**src/rtl/crypto_keyed_xor_if.sv**
```systemverilog
`default_nettype none
// ============================================================================
// Module   : crypto_keyed_xor_if
// Brief    : AXI4-Stream bundle (tdata/tkeep/tuser/tvalid/tready/tlast).
// Revision : 1.0 - initial release
// ============================================================================
interface crypto_keyed_xor_if #(
  parameter int DATA_W = 256,
  parameter int USER_W = 128
);
  logic [DATA_W-1:0]   tdata;
  logic [DATA_W/8-1:0] tkeep;
  logic [USER_W-1:0]   tuser;
  logic                tvalid;
  logic                tready;
  logic                tlast;

  modport master (output tdata, tkeep, tuser, tvalid, tlast, input tready);
  modport slave  (input tdata, tkeep, tuser, tvalid, tlast, output tready);
endinterface
`default_nettype wire

```
**src/rtl/crypto_keyed_xor.sv**
```systemverilog
`default_nettype none
// ============================================================================
// Module   : crypto_keyed_xor
// Brief    : Per-packet keyed XOR of an AXI4-Stream, key picked by source port;
//            header bytes pass clear. Optional CRYPTO_KEY_ROTATE_EN rotates the
//            key left by one byte per beat.
// Revision : 1.0 - initial release
// ============================================================================
module crypto_keyed_xor #(
  parameter int C_AXIS_DATA_WIDTH  = 256,
  parameter int C_AXIS_TUSER_WIDTH = 128,
  parameter int SRC_PORT_POS       = 16,
  parameter int HDR_SKIP_BYTES     = 34,
  parameter int NUM_KEYS           = 4,
  localparam int BW  = C_AXIS_DATA_WIDTH / 8,
  localparam int KIW = (NUM_KEYS > 1) ? $clog2(NUM_KEYS) : 1
) (
  input  wire logic              axis_aclk,
  input  wire logic              axis_resetn,
  crypto_keyed_xor_if.slave      s_axis,
  crypto_keyed_xor_if.master     m_axis,
  input  wire logic              key_wr_en,
  input  wire logic [KIW-1:0]    key_wr_idx,
  input  wire logic [31:0]       key_wr_data,
  input  wire logic              crypto_en,
  output logic      [31:0]       pkt_count
);

  localparam logic [11:0] C_OFF_SAT = 12'd1024;

  typedef enum logic [0:0] {
    ST_SOP  = 1'b0,
    ST_BODY = 1'b1
  } state_t;

  state_t                          r_state;
  state_t                          w_state_nxt;
  logic [31:0]                     r_key_tbl [NUM_KEYS];
  logic [31:0]                     r_key_sel;
  logic                            r_enc;
  logic [10:0]                     r_offset;
  logic [C_AXIS_DATA_WIDTH-1:0]    r_m_tdata;
  logic [BW-1:0]                   r_m_tkeep;
  logic [C_AXIS_TUSER_WIDTH-1:0]   r_m_tuser;
  logic                            r_m_tvalid;
  logic                            r_m_tlast;
  logic [31:0]                     r_pkt_count;

  logic                            w_s_tready;
  logic                            w_accept;
  logic [7:0]                      w_src_field;
  logic [2:0]                      w_src_pos;
  logic [2:0]                      w_src_mod;
  logic [KIW-1:0]                  w_idx;
  logic [31:0]                     w_key;
  logic                            w_enc;
  logic [10:0]                     w_base;
  logic [11:0]                     w_off_sum;
  logic [10:0]                     w_off_nxt;
  logic [C_AXIS_DATA_WIDTH-1:0]    w_xdata;

  assign w_s_tready = !r_m_tvalid || m_axis.tready;
  assign w_accept   = s_axis.tvalid && w_s_tready;

  assign s_axis.tready = w_s_tready;
  assign m_axis.tdata  = r_m_tdata;
  assign m_axis.tkeep  = r_m_tkeep;
  assign m_axis.tuser  = r_m_tuser;
  assign m_axis.tvalid = r_m_tvalid;
  assign m_axis.tlast  = r_m_tlast;
  assign pkt_count     = r_pkt_count;

  // Lowest set bit of the one-hot source field wins; an empty field maps to 0.
  assign w_src_field = s_axis.tuser[SRC_PORT_POS +: 8];
  always_comb begin
    w_src_pos = 3'd0;
    for (int i = 7; i >= 0; i--) begin
      if (w_src_field[i]) w_src_pos = 3'(i);
    end
  end
  assign w_src_mod = w_src_pos & 3'(NUM_KEYS - 1);
  assign w_idx     = w_src_mod[KIW-1:0];

  // The SOP beat uses the table/enable values being latched on this edge.
  always_comb begin
    if (r_state == ST_SOP) begin
      w_key  = r_key_tbl[w_idx];
      w_enc  = crypto_en;
      w_base = '0;
    end else begin
      w_key  = r_key_sel;
      w_enc  = r_enc;
      w_base = r_offset;
    end
  end

  assign w_off_sum = {1'b0, w_base} + 12'(BW);
  assign w_off_nxt = (w_off_sum > C_OFF_SAT) ? C_OFF_SAT[10:0] : w_off_sum[10:0];

  always_comb begin
    w_xdata = s_axis.tdata;
    for (int b = 0; b < BW; b++) begin
      if (w_enc && s_axis.tkeep[b] && (int'(w_base) + b >= HDR_SKIP_BYTES))
        w_xdata[8*b +: 8] = s_axis.tdata[8*b +: 8] ^ w_key[8*(b%4) +: 8];
    end
  end

  always_ff @(posedge axis_aclk or negedge axis_resetn) begin
    if (!axis_resetn) r_state <= ST_SOP;
    else              r_state <= w_state_nxt;
  end

  always_comb begin
    w_state_nxt = r_state;
    if (w_accept) w_state_nxt = s_axis.tlast ? ST_SOP : ST_BODY;
  end

  // In rotate builds r_key_sel always holds the key for the next BODY beat.
  always_ff @(posedge axis_aclk or negedge axis_resetn) begin
    if (!axis_resetn) begin
      r_key_sel <= '0;
      r_enc     <= 1'b0;
      r_offset  <= '0;
    end else if (w_accept) begin
      r_offset <= w_off_nxt;
      if (r_state == ST_SOP) r_enc <= crypto_en;
`ifdef CRYPTO_KEY_ROTATE_EN
      r_key_sel <= {w_key[23:0], w_key[31:24]};
`else
      if (r_state == ST_SOP) r_key_sel <= w_key;
`endif
    end
  end

  always_ff @(posedge axis_aclk or negedge axis_resetn) begin
    if (!axis_resetn) begin
      for (int i = 0; i < NUM_KEYS; i++) r_key_tbl[i] <= '0;
    end else if (key_wr_en) begin
      r_key_tbl[key_wr_idx] <= key_wr_data;
    end
  end

  always_ff @(posedge axis_aclk or negedge axis_resetn) begin
    if (!axis_resetn) begin
      r_m_tdata  <= '0;
      r_m_tkeep  <= '0;
      r_m_tuser  <= '0;
      r_m_tvalid <= 1'b0;
      r_m_tlast  <= 1'b0;
    end else if (w_accept) begin
      r_m_tdata  <= w_xdata;
      r_m_tkeep  <= s_axis.tkeep;
      r_m_tuser  <= s_axis.tuser;
      r_m_tvalid <= 1'b1;
      r_m_tlast  <= s_axis.tlast;
    end else if (m_axis.tready) begin
      r_m_tvalid <= 1'b0;
    end
  end

  always_ff @(posedge axis_aclk or negedge axis_resetn) begin
    if (!axis_resetn)
      r_pkt_count <= '0;
    else if (r_m_tvalid && m_axis.tready && r_m_tlast)
      r_pkt_count <= r_pkt_count + 32'd1;
  end

endmodule
`default_nettype wire

```
**src/flat_wrapper.sv**
```systemverilog
// flat-port wrapper written by rule: the top's interface ports become plain ports
module crypto_keyed_xor_flat 
#(
  parameter int C_AXIS_DATA_WIDTH  = 256,
  parameter int C_AXIS_TUSER_WIDTH = 128,
  parameter int SRC_PORT_POS       = 16,
  parameter int HDR_SKIP_BYTES     = 34,
  parameter int NUM_KEYS           = 4,
  localparam int BW  = C_AXIS_DATA_WIDTH / 8,
  localparam int KIW = (NUM_KEYS > 1) ? $clog2(NUM_KEYS) : 1
)
  (axis_aclk, axis_resetn, key_wr_en, key_wr_idx, key_wr_data, crypto_en, pkt_count, s_axis_tdata, s_axis_tkeep, s_axis_tuser, s_axis_tvalid, s_axis_tlast, s_axis_tready, m_axis_tdata, m_axis_tkeep, m_axis_tuser, m_axis_tvalid, m_axis_tlast, m_axis_tready);
  crypto_keyed_xor_if #(.DATA_W((256)), .USER_W((128))) s_axis_i ();
  crypto_keyed_xor_if #(.DATA_W((256)), .USER_W((128))) m_axis_i ();
  input  wire logic axis_aclk;
  input  wire logic axis_resetn;
  input  wire logic key_wr_en;
  input  wire logic [KIW-1:0] key_wr_idx;
  input  wire logic [31:0] key_wr_data;
  input  wire logic crypto_en;
  output logic      [31:0] pkt_count;
  input wire logic [$bits(s_axis_i.tdata)-1:0] s_axis_tdata;
  input wire logic [$bits(s_axis_i.tkeep)-1:0] s_axis_tkeep;
  input wire logic [$bits(s_axis_i.tuser)-1:0] s_axis_tuser;
  input wire logic [$bits(s_axis_i.tvalid)-1:0] s_axis_tvalid;
  input wire logic [$bits(s_axis_i.tlast)-1:0] s_axis_tlast;
  output wire logic [$bits(s_axis_i.tready)-1:0] s_axis_tready;
  output wire logic [$bits(m_axis_i.tdata)-1:0] m_axis_tdata;
  output wire logic [$bits(m_axis_i.tkeep)-1:0] m_axis_tkeep;
  output wire logic [$bits(m_axis_i.tuser)-1:0] m_axis_tuser;
  output wire logic [$bits(m_axis_i.tvalid)-1:0] m_axis_tvalid;
  output wire logic [$bits(m_axis_i.tlast)-1:0] m_axis_tlast;
  input wire logic [$bits(m_axis_i.tready)-1:0] m_axis_tready;
  assign s_axis_i.tdata = s_axis_tdata;
  assign s_axis_i.tkeep = s_axis_tkeep;
  assign s_axis_i.tuser = s_axis_tuser;
  assign s_axis_i.tvalid = s_axis_tvalid;
  assign s_axis_i.tlast = s_axis_tlast;
  assign s_axis_tready = s_axis_i.tready;
  assign m_axis_tdata = m_axis_i.tdata;
  assign m_axis_tkeep = m_axis_i.tkeep;
  assign m_axis_tuser = m_axis_i.tuser;
  assign m_axis_tvalid = m_axis_i.tvalid;
  assign m_axis_tlast = m_axis_i.tlast;
  assign m_axis_i.tready = m_axis_tready;
  crypto_keyed_xor #(.C_AXIS_DATA_WIDTH(C_AXIS_DATA_WIDTH), .C_AXIS_TUSER_WIDTH(C_AXIS_TUSER_WIDTH), .SRC_PORT_POS(SRC_PORT_POS), .HDR_SKIP_BYTES(HDR_SKIP_BYTES), .NUM_KEYS(NUM_KEYS)) u_core (.axis_aclk(axis_aclk), .axis_resetn(axis_resetn), .s_axis(s_axis_i), .m_axis(m_axis_i), .key_wr_en(key_wr_en), .key_wr_idx(key_wr_idx), .key_wr_data(key_wr_data), .crypto_en(crypto_en), .pkt_count(pkt_count));
endmodule
```
**config.mk**
```make
export PLATFORM = sky130hd
export DESIGN_NAME = crypto_keyed_xor_flat
export DESIGN_NICKNAME = d
export VERILOG_FILES = /design/src/rtl/crypto_keyed_xor_if.sv /design/src/rtl/crypto_keyed_xor.sv /design/src/flat_wrapper.sv
export SDC_FILE = /design/constraint.sdc
export NUM_CORES = 1
export LEC_CHECK = 0
export ABC_AREA = 1
export CAP_MARGIN = 5
export CORE_AREA = 2 2 353 355
export CTS_BUF_LIST = sky130_fd_sc_hd__clkbuf_16
export DETAILED_ROUTE_END_ITERATION = 10
export DIE_AREA = 0 0 355 357
export SYNTH_ARGS = -nofsm -noshare
export SYNTH_HDL_FRONTEND = slang
export SYNTH_SLANG_ARGS = --single-unit
export TNS_END_PERCENT = 5
```
**constraint.sdc**
```tcl
create_clock -name axis_aclk -period 7.3 [get_ports axis_aclk]
set_input_delay 0.73 -clock axis_aclk [delete_from_list [all_inputs] [get_ports axis_aclk]]
set_output_delay 0.73 -clock axis_aclk [all_outputs]
set_load 0.005 [all_outputs]
```
# Word-level counts from Yosys, hierarchy flattened
# Cells that the tools add are included.
[totals] register_bits=623 out_inout_bits=451 elab_cells=243 inputBits=457
[op_classes] add_sub_neg=33 mux=53 n_reduce_logical=72 magnitude_cmp=36 bitwise_logic=35
[ops] cell=">= comparator 32 x 7 -> 1 bit, second input constant" count=31
[ops] cell="two-way mux 8 bit" count=32
[ops] cell="bitwise XOR 8 bit" count=32
[ops] cell="adder 11 x 5 -> 12 bit, second input constant" count=16
[ops] cell="bitwise mux 128 bit" count=1
[ops] cell="two-way mux 32 bit" count=4
[ops] cell="adder 11 x 4 -> 12 bit, second input constant" count=8
[ops] cell="logical AND 1 bit" count=68
[ops] cell="binary-select mux 32 bit (select 2 bit)" count=1
[ops] cell="demux 32 bit (select 2 bit)" count=1
[ops] cell="adder 11 x 3 -> 12 bit, second input constant" count=4
[ops] cell="adder 32 x 1 -> 32 bit, second input constant" count=1
[ops] cell="adder 11 x 2 -> 12 bit, second input constant" count=2
[ops] cell="two-way mux 11 bit" count=2
[ops] cell="two-way mux 2 bit" count=8
[ops] cell="adder 11 x 1 -> 12 bit, second input constant" count=1
[ops] cell="adder 11 x 6 -> 12 bit, second input constant" count=1
[ops] cell="greater-than comparator 12 x 11 -> 1 bit, second input constant" count=1
[ops] cell=">= comparator 11 x 6 -> 1 bit, second input constant" count=1
[ops] cell=">= comparator 3 bit, second input constant" count=2
[ops] cell="inverter 2 -> 3 bit" count=2
[ops] cell="two-way mux 1 bit" count=4
[ops] cell="< comparator 3 x 1 -> 1 bit, second input constant" count=1
[ops] cell="AND reduction 2 bit" count=1
[ops] cell="other kinds (4)" count=4

# Longest topological paths before layout
# Gate-level depths: netlist (run 1).
[logic_depth] word_depth=15 depth_mapped=22 depth_no_buf=18

# Worst setup path after synthesis (run 1)
# Ideal clock, no wire load.
[synth_timing] path_kind="reg-to-reg" startpoint="reg u_core.r_state" endpoint="reg u_core.r_m_tdata[223] (netlist: u_core.m_axis.tdata[223])" path_stages_with_launch=17 synth_period_minus_slack_ns=2.759 arrival_ns=2.641 n_path_buf=2 t_required_ns=7.182 slack_ns=4.541 setup_time_ns=0.118 path_cell_list="dfrtp_1 buf_4 nand2_1 inv_2 ha_1 inv_1 nand3_1 nor2_1 xor2_1 o21ai_0 nand2_1 nor2_2 nor2_4 buf_2 nand3_1 nand3_1 nand2_1"
[synth_between] elab_chain_cells=5 word_cells_on_any_way=9 classes_between="add/sub (1); order compare (1); mux (4); bitwise (1); reduce/logical (2)"
[synth_rtl] item="start: declaration" line_no="crypto_keyed_xor.sv:36" rtl="state_t r_state;"
[synth_rtl] item="start signal: assignment" line_no="crypto_keyed_xor.sv:110" rtl="else r_state <= w_state_nxt;"
[synth_rtl] item="two-way mux 11 bit" line_no="crypto_keyed_xor.sv:86" rtl="if (r_state == ST_SOP) begin"
[synth_rtl] item="adder 11 x 5 -> 12 bit" line_no="crypto_keyed_xor.sv:103" rtl="if (w_enc && s_axis.tkeep[b] && (int'(w_base) + b >= HDR_SKIP_BYTES))"
[synth_rtl] item=">= comparator 32 x 7 -> 1 bit" line_no="crypto_keyed_xor.sv:103"
[synth_rtl] item="logical AND 1 bit" line_no="crypto_keyed_xor.sv:103"
[synth_rtl] item="two-way mux 8 bit *" line_no="crypto_keyed_xor.sv:103"
[synth_rtl] item="end signal: assignment" line_no="crypto_keyed_xor.sv:151" rtl="r_m_tdata <= w_xdata;"
[synth_rtl] item="end: declaration" line_no="crypto_keyed_xor.sv:42" rtl="logic [C_AXIS_DATA_WIDTH-1:0] r_m_tdata;"
# Mark *: on every way between the ends. The rest lies on a longest branch, timed or not.
# A chain may end at the register's enable or synchronous reset.

# Worst setup path after layout (run 1)
[layout_timing] startpoint="reg u_core.r_state" endpoint="reg u_core.r_m_tdata[187] (netlist: u_core.m_axis.tdata[187])"
# The elaborated chain is that of the path after synthesis.

==> results of run 1 <==
==> sequential cells by signal, summed over array words and instances, names as in the netlist <==
signal,count
u_core.m_axis.tdata,256
u_core.m_axis.tkeep,32
u_core.m_axis.tlast,1
u_core.m_axis.tuser,128
u_core.m_axis.tvalid,1
u_core.pkt_count,32
u_core.r_enc,1
u_core.r_key_sel,32
u_core.r_key_tbl,128
u_core.r_offset,11
u_core.r_state,1
==> cell families (layout without fill, tap and decap cells) <==
group	count (synthesis)	after routing	share of synthesized area
flip-flops	623	623	0.439
multiplexers	32	32	0.0101
buffers and inverters	757	1574	0.0873
other	0	44	0
adder cells (fa/ha/maj)	12	12	0.00423
AO/OA/AOI/OAI	260	260	0.0407
AND/OR/NAND/NOR	3421	3421	0.403
XOR/XNOR	63	63	0.0155
==> report_power, final <==
group	switching, W	leakage, nW	internal [W]
Sequential	0.000379	7.70	0.00403
Combinational	0.00213	15.2	0.00145
Clock	0.00170	1.27	0.00216
==> through the flow <==
step                power [W]  hold slack (ns)
global placement      0.00799            0.460
CTS                    0.0119           0.0353
floorplan             0.00598            0.434
finish                 0.0119           0.0284
global route           0.0125           0.0539
detailed placement    0.00803            0.464
==> layout by cell type, fill, tap and decap left out, types with 3 or more instances in the layout <==
master / synthesis / final
nor2_2: 22 / 22
nand3_2: 1 / 3
inv_2: 15 / 16
o22ai_1: 5 / 5
a21oi_1: 24 / 24
dfrtp_1: 623 / 622
bufinv_16: 0 / 5
nor4_1: 3 / 3
buf_12: 0 / 7
o211ai_1: 7 / 7
nand4_1: 25 / 25
inv_6: 0 / 3
clkdlybuf4s50_1: 0 / 906
ha_1: 12 / 12
clkbuf_16: 0 / 79
a21oi_4: 9 / 9
xor2_1: 55 / 55
clkinv_1: 5 / 20
nand2_2: 16 / 22
o21ai_1: 21 / 21
nand3_1: 827 / 825
nand3b_1: 5 / 5
clkinv_2: 0 / 10
diode_2: 0 / 44
nor2_4: 23 / 23
nor2_1: 136 / 136
buf_4: 24 / 44
xnor2_1: 8 / 8
nand2_4: 3 / 4
or2_2: 4 / 4
mux2_2: 31 / 31
nand2_1: 2333 / 2326
inv_16: 0 / 3
o21ai_0: 186 / 186
nor3_1: 18 / 18
inv_1: 458 / 474
==> final timing paths <==
path,to,start,depth (start not counted),slack (ns)
max in group asynchronous,u_core.r_key_tbl[71],axis_resetn,3,5.50
setup reg to reg,u_core.m_axis.tdata[187],u_core.r_state,12,2.70
hold reg to reg,u_core.m_axis.tkeep[12],u_core.m_axis.tkeep[12],2,0.47
hold / removal,u_core.m_axis.tdata[133],axis_resetn,1,0.03
min in group axis_aclk,u_core.m_axis.tkeep[12],u_core.m_axis.tkeep[12],2,0.47
setup / recovery,u_core.m_axis.tdata[187],u_core.r_state,12,2.70
==> final cells by class <==
class	instances	area [um^2]
Antenna cell	44	110
Sequential cell	623	15600
Inverter	479	1810
Tap cell	1637	2050
Multi-Input combinational cell	3788	16900
Fill cell	12891	74500
Timing Repair Buffer	958	9550
Clock buffer	79	1980
Clock inverter	58	487
==> worst reg2reg max path, delay by kind of cell, from the launching register on <==
family,cells,cell delay (ns)
buf+inv,3,1.44
compound gates,2,0.71
simple gates,7,1.73
flops,1,0.65
==> per-layer routing <==
metal  GRT usage  share of wire
met1       0.335           0.38
met5           0        0.00025
met3      0.0817          0.092
met4       0.126          0.048
met2       0.467           0.48
==> metrics.yaml, run 1 <==
finish:
  final_cells: 7666
  fin_nets: 6398
  layout-drive-gt1-share: 0.0496
  design_area_um2: 48400
  utilization: 0.394
  area_growth_pct: 36.3
placement:
  io_buffers: 907
  post-place-cells: 7485
  placed_area_um2: 45900
  gp_congestion: 1.03
  hpwl_um: 136000
  post-place-ws_ns: 2.28
synthesis:
  synth_warnings: 0
  ys_top_cells_by_count: "nand2_1, nand3_1, dfrtp_1"
  synth.most_common_cell: "nand2_1"
  yosys.area.top_type: "dfrtp_1"
  synth_flop_cell: "dfrtp_1"
  synth.avg_cell_area_um2: 6.88
  synth_top_area_frac: 0.439
  ys_seq_area_frac: 0.439
  syn_inst: 5168
  synth-edff-count: 0
  ys_types: 45
  async_flop_share: 1.00
  synth_area_um2: 35500
  syn_nets: 5637
  synth-seq-cells: 623
  synthTopCellsByArea: "dfrtp_1, nand2_1, nand3_1"
floorplan:
  die_height_um: 357
  core_um2: 123000
  start_util: 0.289
  io-pin-count: 908
  die_w_um: 355
  rows: 129
  dieArea_um2: 127000
routing:
  wl_per_cell_um: 24.1
  dr.pass1.iters: 6
  viasPerCell: 4.94
  drt_iter0_markers: 4374
  vias: 37908
  ant_nets: 0
  route.final.wire_length_um: 184000
  drc: 0
global_route:
  antenna_found_initial: 71
  overflow: 0
  grt_max_degree: 177
  grtUsageTotal: 0.281
  grt_pass1_wl_um: 258000
  grt_pass1_vias: 34939
setup_path:
  critPathMaxStageDelay_ns: 0.67
  crit_fanout: 27
  cp.required_ns: 7.87
  crit_type: "reg2reg"
  worstPathCellList: "buf_4 > nand2_2 > inv_2 > nand2_1 > inv_1 > a21oi_1 > nand3b_1 > nor2_1 > a21oi_4 > nand3_1 > nand3_1 > nand2_1"
  cp.arrival_ns: 5.18
  end_kind: "register"
  cp_top_family: "simple AND/OR/NAND/NOR gates"
  worst_setup_path_start_kind: "register"
  cp.buffers_inverters: 3
  cp_slowest_cell: "nand2_1"
sta:
  fmax_mhz: 217
  fin_crit_ns: 4.60
  setup_violations: 0
  clock-skew-final_ns: 0.0469
  tightest_slew_ns: 1.59
  finalWorstSetupSlack_ns: 2.70
  setup_tns_ns: 0
  hold_violations: 0
  slew_headroom: -0.0601
  slew_violations: 59
  min_period_over_period: 0.631
  grt_setup_unrepaired: "no"
job:
  cap_violations: 0
clock_tree:
  cts-root-buf: "clkbuf_16"
  cts_tree: "done"
  postCtsHoldBufs: 0
  numClockSinks: 623
  cts_resized: 0
  cts_buffer_depth: 3
  numCtsBuffers: 79
  clkTransAtPathRegs_ns: 0.06
  insertion_delay_ns: 0.69
  cts_setup_buffers: 0
  cts-htree-levels: 3
power:
  worst_ir_drop_vdd_uv: 191
  power_leakage_nw: 24.1
  power.density_nw_per_um2: 245
hold_path:
  hold_path_class: "in2async"
status:
  status: "complete, but fails checks"
  violations: "max-slew violations"
No activity file was read; power rests on OpenSTA's default activity.
==> inputs of run 2 (changes only) <==
clock period = 4.33 ns   (was 7.3 ns; I/O delays follow)
==> run 2 against run 1 <==
Sequential share of layout area down 1.0 points; first-iteration DRC count down 11%; count of clock-buffer cells in the layout up 1; largest cell class unchanged; the run now ends clean; routed wire length up 1.8%; largest power group unchanged; via count up 2.1%.
==> metrics.yaml, run 2 (synthesized netlist as in run 1, its figures left out) <==
job:
  cap_violations: 0  # unchanged
floorplan:
  core_um2: 123000  # unchanged
  rows: 129  # unchanged
  dieArea_um2: 127000  # unchanged
  start_util: 0.289  # unchanged
  die_height_um: 357  # unchanged
  io-pin-count: 908  # unchanged
  die_w_um: 355  # unchanged
sta:
  slew_violations: 0  # -100%
  setup_tns_ns: 0  # unchanged
  clock-skew-final_ns: 0.0510  # +0.00409 ns
  tightest_slew_ns: 1.15  # -0.436 ns
  fmax_mhz: 280  # +29%
  min_period_over_period: 0.826  # +0.195
  fin_crit_ns: 3.57  # -1.03 ns
  slew_headroom: 0.231  # +0.291
  hold_violations: 0  # unchanged
  holdWs_ns: 0.283  # +0.255 ns
  finalWorstSetupSlack_ns: 0.755  # -1.94 ns
  grt_setup_unrepaired: "no"
  setup_violations: 0  # unchanged
power:
  p_int_w: 0.0132  # +72%
  power_leakage_nw: 25.0  # +3.7%
  total_power_w: 0.0204  # +72%
  seqPwrFrac: 0.365  # -0.007
  worst_ir_drop_vdd_uv: 276  # +45%
  sw_frac_of_total: 0.356  # +0.000587
  power.density_nw_per_um2: 408  # +67%
  comb_power_share: 0.322  # +0.020
  p_switching_w: 0.00726  # +72%
  pwr-share-clk: 0.313  # -0.013
setup_path:
  cp.buffers_inverters: 5  # +2
  crit_fanout: 18  # -33%
  cp_slowest_cell: "dfrtp_1"
  worst_setup_path_start_kind: "register"
  cp.arrival_ns: 4.11  # -1.07 ns
  crit_type: "reg2reg"
  end_kind: "register"
  cp.required_ns: 4.87  # -3.00 ns
  critPathMaxStageDelay_ns: 0.62  # -0.05 ns
  worstPathCellList: "nand2_4 > buf_4 > ha_1 > inv_1 > nand2_1 > nand2_1 > nor2_1 > nand2_1 > nand2_1 > nand2_1 > nor2_1 > nand3_1 > nand2_1 > buf_4 > inv_2 > buf_12 > nand2_1 > nand2_1 > nand3_1 > nand2_1"
  critPathMostFrequentCell: "nand2_1"
  cp_top_family: "simple AND/OR/NAND/NOR gates"
global_route:
  overflow: 0  # unchanged
  grtUsageTotal: 0.288  # +0.00694
  grt_pass1_wl_um: 266000  # +2.9%
  grt_max_degree: 175  # -1.1%
  antenna_found_initial: 81  # +14%
  grt_pass1_vias: 36850  # +5.5%
routing:
  wl_per_cell_um: 24.0  # -0.47%
  drc: 0  # unchanged
  ant_nets: 0  # unchanged
  dr.pass1.iters: 7  # +1
  viasPerCell: 4.93  # -0.23%
  vias: 38693  # +2.1%
  route.final.wire_length_um: 188000  # +1.8%
  drt_iter0_markers: 3912  # -11%
placement:
  hpwl_um: 142000  # +4.5%
  io_buffers: 907  # unchanged
  gp_congestion: 0.995  # -3.8%
  post-place-ws_ns: 0.528  # -1.75 ns
status:
  status: "completed"
clock_tree:
  insertion_delay_ns: 0.68  # about the same
  numClockSinks: 623  # unchanged
  cts_tree: "done"
  numCtsBuffers: 79  # unchanged
  cts_buffer_depth: 3  # unchanged
  clkTransAtPathRegs_ns: 0.06  # about the same
  cts_resized: 0  # unchanged
  cts-htree-levels: 3  # unchanged
  cts-root-buf: "clkbuf_16"
finish:
  fin_nets: 6554  # +2.4%
  layout-drive-gt1-share: 0.0737  # +0.0241
  largest_register_ffs: 256  # unchanged
  mostFrequentLayoutCells: "nand2_1, clkdlybuf4s50_1, nand3_1"
  area_growth_pct: 40.9
  layout_commonest_cell: "nand2_1"
hold_path:
  hold_path_class: "in2reg"
-- run 2: worst min-delay path, delay by kind of cell --
family	cells	cell delay (ns)
buffers and inverters	1	0.39
AND/OR/NAND/NOR	2	0.10
-- run 2: what timing repair did --
action,CTS,global route
endpoints found under the hold margin,66,0
hold buffers,1,0
setup buffers,0,0
-- run 2: through the flow --
stage / util / cell area [um^2] / std cells
CTS: 0.406 / 49900 / 7782
finish: 0.407 / 50100 / 7843
global placement: 0.386 / 47500 / 7640
global route: 0.407 / 50100 / 7832
detailed placement: 0.386 / 47500 / 7640
floorplan: - / 35500 / 5168
-- run 2: power by group through the flow --
stage	Sequential [W]	Clock, W	Combinational, W
floorplan	0.00742	0	0.00266
global placement	0.00750	0	0.00653
detailed placement	0.00751	0	0.00657
CTS	0.00744	0.00653	0.00660
global route	0.00756	0.00676	0.00712
finish	0.00745	0.00640	0.00657
-- run 2: path summary, 6_finish.rpt --
check / start / to / slack, ns / cells after the start
max: u_core.r_offset[2] / u_core.m_axis.tdata[177] / 0.76 / 20
min: s_axis_tuser[90] / u_core.m_axis.tuser[90] / 0.28 / 3
max reg2reg: u_core.r_offset[2] / u_core.m_axis.tdata[177] / 0.76 / 20
min reg2reg: u_core.m_axis.tdata[201] / u_core.m_axis.tdata[201] / 0.48 / 2
max in group asynchronous: axis_resetn / u_core.r_key_tbl[79] / 2.73 / 3
min in group asynchronous: axis_resetn / u_core.m_axis.tdata[100] / 0.31 / 2
-- run 2: layout make-up --
cell class / count / area [um^2]
clock buffers: 80 / 2000
repair buffers: 1114 / 11200
multi-input cells: 3788 / 16900
flip-flops and latches: 623 / 15600
fillers: 12837 / 72900
inverters: 479 / 1810
diodes: 61 / 153
well taps: 1637 / 2050
clock inverters: 61 / 452
-- run 2: layer usage --
| metal | vias up | part of all wire | GRT usage |
|---|---|---|---|
| li1 | 18067 | - | - |
| met1 | 18482 | 0.39 | 0.353 |
| met2 | 1747 | 0.46 | 0.458 |
| met3 | 387 | 0.095 | 0.0827 |
| met4 | 10 | 0.053 | 0.153 |
| met5 | - | 0.00034 | 0 |
